**src/rtl/icache_axi_rd_arb_pkg.sv**
```systemverilog
// rtl/icache_axi_rd_arb_pkg.sv - shared types and AXI read constants for the I-cache read arbiter
package icache_axi_rd_arb_pkg;

   typedef logic [1:0] arb_state_t;

   localparam arb_state_t ARB_IDLE = 2'd0;
   localparam arb_state_t ARB_ADDR = 2'd1;
   localparam arb_state_t ARB_DATA = 2'd2;

   // 4-byte beats, incrementing bursts
   localparam logic [2:0] AR_SIZE        = 3'd2;
   localparam logic [1:0] AXI_BURST_INCR = 2'b01;

   function automatic int arb_id_bits(input int n);
      return (n > 1) ? $clog2(n) : 1;
   endfunction

endpackage

```
**src/rtl/icache_axi_rd_arb_if.sv**
```systemverilog
// rtl/icache_axi_rd_arb_if.sv - requester-side and memory-side AXI read signals of the arbiter
interface icache_axi_rd_arb_if
   import icache_axi_rd_arb_pkg::*;
#(
   parameter int NUM_REQ   = 4,
   parameter int ADDR_SIZE = 32,
   parameter int DATA_SIZE = 32,
   parameter int LEN_BITS  = 8,
   parameter int ID_BITS   = arb_id_bits(NUM_REQ)
) ();

   logic [NUM_REQ-1:0]                i_ar_valid;
   logic [NUM_REQ-1:0][ADDR_SIZE-1:0] i_ar_addr;
   logic [NUM_REQ-1:0][LEN_BITS-1:0]  i_ar_len;
   logic [NUM_REQ-1:0]                o_ar_ready;
   logic [NUM_REQ-1:0]                o_r_valid;
   logic [DATA_SIZE-1:0]              o_r_data;
   logic                              o_r_last;
   logic [NUM_REQ-1:0]                i_r_ready;

   logic                              o_m_ar_valid;
   logic [ADDR_SIZE-1:0]              o_m_ar_addr;
   logic [LEN_BITS-1:0]               o_m_ar_len;
   logic [ID_BITS-1:0]                o_m_ar_id;
   logic [2:0]                        o_m_ar_size;
   logic [1:0]                        o_m_ar_burst;
   logic                              i_m_ar_ready;
   logic                              i_m_r_valid;
   logic [DATA_SIZE-1:0]              i_m_r_data;
   logic                              i_m_r_last;
   logic                              o_m_r_ready;

   modport slave (
      input  i_ar_valid, i_ar_addr, i_ar_len, i_r_ready,
      input  i_m_ar_ready, i_m_r_valid, i_m_r_data, i_m_r_last,
      output o_ar_ready, o_r_valid, o_r_data, o_r_last,
      output o_m_ar_valid, o_m_ar_addr, o_m_ar_len, o_m_ar_id, o_m_ar_size, o_m_ar_burst,
      output o_m_r_ready
   );

   modport master (
      output i_ar_valid, i_ar_addr, i_ar_len, i_r_ready,
      output i_m_ar_ready, i_m_r_valid, i_m_r_data, i_m_r_last,
      input  o_ar_ready, o_r_valid, o_r_data, o_r_last,
      input  o_m_ar_valid, o_m_ar_addr, o_m_ar_len, o_m_ar_id, o_m_ar_size, o_m_ar_burst,
      input  o_m_r_ready
   );

endinterface

```
**src/rtl/icache_axi_rd_arb_rr_pick.sv**
```systemverilog
// rtl/icache_axi_rd_arb_rr_pick.sv - combinational round-robin selector, search starts after last_grant
module rr_pick
   import icache_axi_rd_arb_pkg::*;
#(
   parameter int N   = 4,
   parameter int IDW = arb_id_bits(N)
) (
   input  logic [N-1:0]   req,
   input  logic [IDW-1:0] last_grant,
   output logic [N-1:0]   gnt_oh,
   output logic [IDW-1:0] gnt_idx,
   output logic           gnt_valid
);

   always_comb begin
      logic [IDW-1:0] k;
      k         = '0;
      gnt_oh    = '0;
      gnt_idx   = '0;
      gnt_valid = 1'b0;
      for (int i = 1; i <= N; i++) begin
         k = IDW'((int'(last_grant) + i) % N);
         if (!gnt_valid && req[k]) begin
            gnt_valid = 1'b1;
            gnt_oh[k] = 1'b1;
            gnt_idx   = k;
         end
      end
   end

endmodule

```
**src/rtl/icache_axi_rd_arb.sv**
```systemverilog
// rtl/icache_axi_rd_arb.sv - round-robin share of one AXI read port; ICACHE_ARB_LEN_CHK_EN adds a burst-length checker
module icache_axi_rd_arb
   import icache_axi_rd_arb_pkg::*;
#(
   parameter int NUM_REQ   = 4,
   parameter int ADDR_SIZE = 32,
   parameter int DATA_SIZE = 32,
   parameter int LEN_BITS  = 8
) (
   input  logic                i_clk,
   input  logic                i_reset,
   icache_axi_rd_arb_if.slave  bus,
   output logic                o_busy,
   output logic                o_err
);

   localparam int ID_BITS = arb_id_bits(NUM_REQ);

   arb_state_t           state;
   logic [ID_BITS-1:0]   gnt;
   logic [ID_BITS-1:0]   last_grant;
   logic [ADDR_SIZE-1:0] addr_q;
   logic [LEN_BITS-1:0]  len_q;

   logic [NUM_REQ-1:0]   pick_oh;
   logic [ID_BITS-1:0]   pick_idx;
   logic                 pick_valid;
   logic                 ar_hs;
   logic                 r_hs;
   logic                 r_done;

   rr_pick #(.N(NUM_REQ), .IDW(ID_BITS)) u_pick (
      .req        (bus.i_ar_valid),
      .last_grant (last_grant),
      .gnt_oh     (pick_oh),
      .gnt_idx    (pick_idx),
      .gnt_valid  (pick_valid)
   );

   assign ar_hs  = (state == ARB_ADDR) && bus.i_m_ar_ready;
   assign r_hs   = (state == ARB_DATA) && bus.i_m_r_valid && bus.o_m_r_ready;
   assign r_done = r_hs && bus.i_m_r_last;

   assign bus.o_ar_ready   = (state == ARB_IDLE) ? pick_oh : '0;
   assign bus.o_m_ar_valid = (state == ARB_ADDR);
   assign bus.o_m_ar_addr  = addr_q;
   assign bus.o_m_ar_len   = len_q;
   assign bus.o_m_ar_id    = gnt;
   assign bus.o_m_ar_size  = AR_SIZE;
   assign bus.o_m_ar_burst = AXI_BURST_INCR;
   assign bus.o_m_r_ready  = (state == ARB_DATA) && bus.i_r_ready[gnt];
   assign bus.o_r_data     = DATA_SIZE'(bus.i_m_r_data);
   assign bus.o_r_last     = bus.i_m_r_last;
   assign o_busy           = (state != ARB_IDLE);

   always_comb begin
      bus.o_r_valid = '0;
      if (state == ARB_DATA && bus.i_m_r_valid)
         bus.o_r_valid[gnt] = 1'b1;
   end

   always_ff @(posedge i_clk) begin
      if (i_reset) begin
         state      <= ARB_IDLE;
         last_grant <= ID_BITS'(NUM_REQ - 1);
         gnt        <= '0;
         addr_q     <= '0;
         len_q      <= '0;
      end else begin
         case (state)
            ARB_IDLE: if (pick_valid) begin
               gnt    <= pick_idx;
               addr_q <= bus.i_ar_addr[pick_idx];
               len_q  <= bus.i_ar_len[pick_idx];
               state  <= ARB_ADDR;
            end
            ARB_ADDR: if (ar_hs) state <= ARB_DATA;
            ARB_DATA: if (r_done) begin
               last_grant <= gnt;
               state      <= ARB_IDLE;
            end
            default: state <= ARB_IDLE;
         endcase
      end
   end

`ifdef ICACHE_ARB_LEN_CHK_EN
   logic [LEN_BITS:0] beat_cnt;
   logic              err_q;

   // a beat is wrong when its last flag disagrees with "this is beat number len_q"
   always_ff @(posedge i_clk) begin
      if (i_reset) begin
         beat_cnt <= '0;
         err_q    <= 1'b0;
      end else begin
         if (ar_hs)
            beat_cnt <= '0;
         else if (r_hs)
            beat_cnt <= beat_cnt + 1'b1;
         if (r_hs && (bus.i_m_r_last != (beat_cnt == {1'b0, len_q})))
            err_q <= 1'b1;
      end
   end

   assign o_err = err_q;
`else
   assign o_err = 1'b0;
`endif

endmodule

```
**src/flat_wrapper.sv**
```systemverilog
// flat-port wrapper written by rule: the top's interface ports become plain ports
module icache_axi_rd_arb_flat import icache_axi_rd_arb_pkg::*;
#(
   parameter int NUM_REQ   = 4,
   parameter int ADDR_SIZE = 32,
   parameter int DATA_SIZE = 32,
   parameter int LEN_BITS  = 8
)
  (i_clk, i_reset, o_busy, o_err, bus_i_ar_valid, bus_i_ar_addr, bus_i_ar_len, bus_i_r_ready, bus_i_m_ar_ready, bus_i_m_r_valid, bus_i_m_r_data, bus_i_m_r_last, bus_o_ar_ready, bus_o_r_valid, bus_o_r_data, bus_o_r_last, bus_o_m_ar_valid, bus_o_m_ar_addr, bus_o_m_ar_len, bus_o_m_ar_id, bus_o_m_ar_size, bus_o_m_ar_burst, bus_o_m_r_ready);
  icache_axi_rd_arb_if #(.NUM_REQ(NUM_REQ), .ADDR_SIZE(ADDR_SIZE), .DATA_SIZE(DATA_SIZE), .LEN_BITS(LEN_BITS)) bus_i ();
  input  logic i_clk;
  input  logic i_reset;
  output logic o_busy;
  output logic o_err;
  input wire logic [$bits(bus_i.i_ar_valid)-1:0] bus_i_ar_valid;
  input wire logic [$bits(bus_i.i_ar_addr)-1:0] bus_i_ar_addr;
  input wire logic [$bits(bus_i.i_ar_len)-1:0] bus_i_ar_len;
  input wire logic [$bits(bus_i.i_r_ready)-1:0] bus_i_r_ready;
  input wire logic [$bits(bus_i.i_m_ar_ready)-1:0] bus_i_m_ar_ready;
  input wire logic [$bits(bus_i.i_m_r_valid)-1:0] bus_i_m_r_valid;
  input wire logic [$bits(bus_i.i_m_r_data)-1:0] bus_i_m_r_data;
  input wire logic [$bits(bus_i.i_m_r_last)-1:0] bus_i_m_r_last;
  output wire logic [$bits(bus_i.o_ar_ready)-1:0] bus_o_ar_ready;
  output wire logic [$bits(bus_i.o_r_valid)-1:0] bus_o_r_valid;
  output wire logic [$bits(bus_i.o_r_data)-1:0] bus_o_r_data;
  output wire logic [$bits(bus_i.o_r_last)-1:0] bus_o_r_last;
  output wire logic [$bits(bus_i.o_m_ar_valid)-1:0] bus_o_m_ar_valid;
  output wire logic [$bits(bus_i.o_m_ar_addr)-1:0] bus_o_m_ar_addr;
  output wire logic [$bits(bus_i.o_m_ar_len)-1:0] bus_o_m_ar_len;
  output wire logic [$bits(bus_i.o_m_ar_id)-1:0] bus_o_m_ar_id;
  output wire logic [$bits(bus_i.o_m_ar_size)-1:0] bus_o_m_ar_size;
  output wire logic [$bits(bus_i.o_m_ar_burst)-1:0] bus_o_m_ar_burst;
  output wire logic [$bits(bus_i.o_m_r_ready)-1:0] bus_o_m_r_ready;
  assign bus_i.i_ar_valid = bus_i_ar_valid;
  assign bus_i.i_ar_addr = bus_i_ar_addr;
  assign bus_i.i_ar_len = bus_i_ar_len;
  assign bus_i.i_r_ready = bus_i_r_ready;
  assign bus_i.i_m_ar_ready = bus_i_m_ar_ready;
  assign bus_i.i_m_r_valid = bus_i_m_r_valid;
  assign bus_i.i_m_r_data = bus_i_m_r_data;
  assign bus_i.i_m_r_last = bus_i_m_r_last;
  assign bus_o_ar_ready = bus_i.o_ar_ready;
  assign bus_o_r_valid = bus_i.o_r_valid;
  assign bus_o_r_data = bus_i.o_r_data;
  assign bus_o_r_last = bus_i.o_r_last;
  assign bus_o_m_ar_valid = bus_i.o_m_ar_valid;
  assign bus_o_m_ar_addr = bus_i.o_m_ar_addr;
  assign bus_o_m_ar_len = bus_i.o_m_ar_len;
  assign bus_o_m_ar_id = bus_i.o_m_ar_id;
  assign bus_o_m_ar_size = bus_i.o_m_ar_size;
  assign bus_o_m_ar_burst = bus_i.o_m_ar_burst;
  assign bus_o_m_r_ready = bus_i.o_m_r_ready;
  icache_axi_rd_arb #(.NUM_REQ(NUM_REQ), .ADDR_SIZE(ADDR_SIZE), .DATA_SIZE(DATA_SIZE), .LEN_BITS(LEN_BITS)) u_core (.i_clk(i_clk), .i_reset(i_reset), .bus(bus_i), .o_busy(o_busy), .o_err(o_err));
endmodule
```
**config.mk**
```make
export PLATFORM = sky130hd
export DESIGN_NAME = icache_axi_rd_arb_flat
export DESIGN_NICKNAME = d
export VERILOG_FILES = /design/src/rtl/icache_axi_rd_arb_pkg.sv /design/src/rtl/icache_axi_rd_arb_if.sv /design/src/rtl/icache_axi_rd_arb_rr_pick.sv /design/src/rtl/icache_axi_rd_arb.sv /design/src/flat_wrapper.sv
export SDC_FILE = /design/constraint.sdc
export NUM_CORES = 1
export LEC_CHECK = 0
export BUFFER_PORTS_ARGS = -buffer_cell sky130_fd_sc_hd__buf_2
export CORE_AREA = 4 4 114 116
export CTS_BUF_LIST = sky130_fd_sc_hd__clkbuf_2
export DETAILED_ROUTE_END_ITERATION = 12
export DIE_AREA = 0 0 118 120
export PLACE_DENSITY_LB_ADDON = 0.08
export SETUP_SLACK_MARGIN = 0.15
export SLEW_MARGIN = 30
export SYNTH_ARGS = -nofsm -noshare
export SYNTH_HDL_FRONTEND = slang
export SYNTH_HIERARCHICAL = 1
export SYNTH_SLANG_ARGS = --single-unit
```
**constraint.sdc**
```tcl
create_clock -name i_clk -period 3.6 [get_ports i_clk]
set_clock_uncertainty 0.1 [all_clocks]
set_input_delay 0.72 -clock i_clk [delete_from_list [all_inputs] [get_ports i_clk]]
set_output_delay 0.72 -clock i_clk [all_outputs]
set_load 0.01 [all_outputs]
```
==> metrics.md <==
| Metric | Value |
|---|---|
| Run status | `completed` |
| Post-detailed-placement cell area | `0.00460 mm2` |
| Port buffer count | `226` |
| Worst Hold Endpoint | `u_core/bus.o_m_ar_addr[26]` |
| Detail-routed net length per standard cell | `17.3 um` |
| Number of clock sinks seen by CTS | `46` |
| I/O pins | `297` |
| Setup Total Neg Slack | `0 ps` |
| Worst hold path startpoint | `u_core/bus.o_m_ar_addr[26]` |
| Max Transition Viols Final | `0` |
| Post-detailed-routing wire length | `12.5 mm` |
| Final routed DRC violation total | `0` |
| Count of flip-flops with a built-in enable after synthesis | `0` |
| Top FF cell, synth | `sky130_fd_sc_hd__dfxtp_1` |
| DRT iter0 DRCs | `189` |
| Starting utilization of the core area | `30.9%` |
| Kind of critical path | `flop to output pin` |
| Worst reg-to-reg path cell count | `10` |
| Die height | `120 um` |
| Unrepaired setup endpoints after global routing | `false` |
| Postcts setup bufs | `0` |
| Pin count of the biggest net entering global routing | `48` |
| Highest attainable clock frequency | `304 MHz` |
| Synth-to-layout area growth | `29.6%` |
| Clock buffer count from CTS | `5` |
| Later-pin clock latency in the skew report | `400 ps` |
| Leakage power | `2.23 nW` |
| Floorplan die area | `0.0142 mm2` |
| Maximum root-to-sink buffer count | `2` |
| HPWL after detailed placement | `9.67 mm` |
| Clock transition at the registers of the reported paths | `250 ps` |
| Reg-to-reg setup timing slack | `540 ps` |
| First-pass GRT wire length | `18.8 mm` |
| Max capacitance violation total | `0` |
| FP Rows | `40` |
| Tightest slew margin relative to the limit | `42.3%` |
| Final Hold Viols | `0` |
| Number of fillers in the final layout | `1207` |
| CTS H-tree lvls | `2` |
| Class of the most critical hold timing path | `flop to flop` |
| Setup Viol. Count Final | `0` |
| Total congestion overflow after global routing | `0` |
| Number of library cell types mapped by synthesis | `43` |
| Count of warnings emitted by yosys | `6` |
| Fraction of registers with async set/reset | `0%` |
| CP max stage delay | `390 ps` |
| Root Buffer | `sky130_fd_sc_hd__clkbuf_2` |
| Transition time at the pin with the least slew margin | `865 ps` |
| Number of cells on the worst hold path | `2` |
| Critical path data required time | `2780 ps` |
| Share of cells above drive strength 1 | `52.0%` |
| Maximum resistive drop on vdd | `0.149 mV` |
| Vias/cell | `5.08` |
| Clock tree from TritonCTS | `yes` |
| Vias in the first global route | `3633` |
| Flip-flop and latch count after synthesis | `46` |
| CP max FO | `11` |
| Area inside the core boundary | `0.0119 mm2` |
| Worst EP arrival | `2470 ps` |
| Final standard cell area without fillers | `0.00477 mm2` |
| Power per Cell Area | `305 mW/mm2` |
| Final weighted congestion in routability-driven placement | `0.797` |
| Cell-by-cell trace of the critical path | `inv_1 > ha_4 > mux4_2 > nand2_1 > o311ai_0 > or3_1 > and2_1 > buf_2` |
| Sequential-to-total area share from yosys stat | `25.0%` |
| Reg-to-reg endpoint | `u_core/bus.o_m_ar_addr[3]` |
| Leading cell type in the layout, fill and taps excluded | `sky130_fd_sc_hd__buf_2` |
| Nets@finish | `785` |
| First-pass detailed-route iteration total | `6` |
| Number of antenna violations at the first check in global routing | `3` |
| Endpoint type of the worst setup path | `output pin` |
| Critical path's slowest cell | `sky130_fd_sc_hd__dfxtp_1` |
| Post-route fraction of the period consumed by the critical path | `91.4%` |
| Utilization after layout | `40.0%` |
| Synthesized cell area | `0.00368 mm2` |
| Antenna Violating Nets Remaining | `0` |
| RR Startpoint | `u_core/last_grant[1]` |
| Commonest cells after routing, fill and taps aside | `225 x sky130_fd_sc_hd__buf_2, 94 x sky130_fd_sc_hd__nand2_1, 47 x sky130_fd_sc_hd__a21oi_1` |
| Cells after Synth | `399` |
| DR vias | `3671` |
| Startpoint types | `flop` |
| Min Clock Period, post-route | `3290 ps` |
| Global-route usage over all layers | `16.3%` |
| Syn_area_per_cell | `9.22 um2` |
| Die boundary width | `118 um` |
-- what timing repair did --
| action | in CTS | in global routing |
|---|---|---|
| cloned | 1 | 1 |
| setup endpoints to repair | 4 | 4 |
| gates resized for setup | 4 | 6 |
| hold buffers | 0 | 0 |
-- how the worst max path moves through the flow --
stage	start	end	slack [ps]	cells past startpoint
floorplan	u_core/last_grant[0]	u_core/bus.o_m_ar_addr[10]	280	14
global placement	bus_i_ar_valid[1]	bus_o_ar_ready[3]	410	7
detailed placement	bus_i_ar_valid[0]	bus_o_ar_ready[3]	360	7
CTS	u_core/last_grant[1]	bus_o_ar_ready[2]	150	8
global route	u_core/last_grant[1]	bus_o_ar_ready[2]	150	8
finish	u_core/last_grant[1]	bus_o_ar_ready[2]	310	8
-- Yosys cell counts, types with 5 or more instances --
cell	n	share of area (%)
sky130_fd_sc_hd__buf_2	12	1.6
sky130_fd_sc_hd__inv_1	9	0.92
sky130_fd_sc_hd__buf_6	8	2.4
sky130_fd_sc_hd__a31oi_1	5	0.85
sky130_fd_sc_hd__mux4_2	42	26
sky130_fd_sc_hd__a21oi_1	47	6.4
sky130_fd_sc_hd__clkbuf_1	9	0.92
sky130_fd_sc_hd__and2_1	5	0.85
sky130_fd_sc_hd__nor2_1	7	0.71
sky130_fd_sc_hd__ha_1	8	2.7
sky130_fd_sc_hd__nand2_1	95	9.7
sky130_fd_sc_hd__dfxtp_1	46	25
sky130_fd_sc_hd__nand4_1	6	1.0
sky130_fd_sc_hd__buf_4	43	8.8
-- cells by family after synthesis --
group / Yosys count / synth area share (%)
AOI/OAI and AO/OA: 76 / 13.0
adders and majority gates: 8 / 2.72
buffers and inverters: 82 / 14.8
DFF: 46 / 25.0
muxes: 48 / 27.5
other: 2 / 0.204
and+or+nand+nor: 137 / 16.7
-- layer usage --
metal | wire length (um) | GRT usage, %
met1 | 4800 | 18.8
met2 | 6260 | 28.3
met3 | 1150 | 5.47
met4 | 271 | 5.71
met5 | 0 | 0
-- critical path: cells and delay by family (launching register included) --
family	cells	cell delay [ps]
compound gates	1	100
flops	1	390
buf+inv	2	270
simple gates	3	540
fa+ha+maj	1	380
mux	1	380
-- through the flow --
| step | cells | hold WS [ps] | setup WS [ps] | power (mW) |
|---|---|---|---|---|
| 2_1_floorplan | 403 | 381 | 279 | 1.00 |
| 5_1_grt | 723 | 389 | 150 | 1.56 |
| 6_report | 723 | 368 | 311 | 1.45 |
| 4_1_cts | 719 | 370 | 149 | 1.48 |
| 3_5_place_dp | 710 | 343 | 363 | 1.18 |
| 3_3_place_gp | 710 | 340 | 409 | 1.17 |
-- area by class of cell --
cell class / instances / area (um2) / area share (%)
clock inverters: 2 / 37.5 / 0.788
clock buffers: 6 / 30.0 / 0.630
repair buffers: 234 / 1240 / 25.9
diodes: 3 / 7.51 / 0.158
flip-flops and latches: 46 / 925 / 19.4
well taps: 147 / 184 / 3.86
multi-input cells: 276 / 2310 / 48.5
inverters: 9 / 33.8 / 0.709
-- power by group --
part           internal, mW  switching [mW]
logic                 0.277           0.284
clock network         0.120           0.173
registers             0.569          0.0323
-- sequential cells by signal (all words and copies together) (netlist names) --
name,cells
u_core/state,2
u_core/bus.o_m_ar_id,2
u_core/bus.o_m_ar_len,8
u_core/last_grant,2
u_core/bus.o_m_ar_addr,32
No activity file was read; power rests on OpenSTA's default activity.
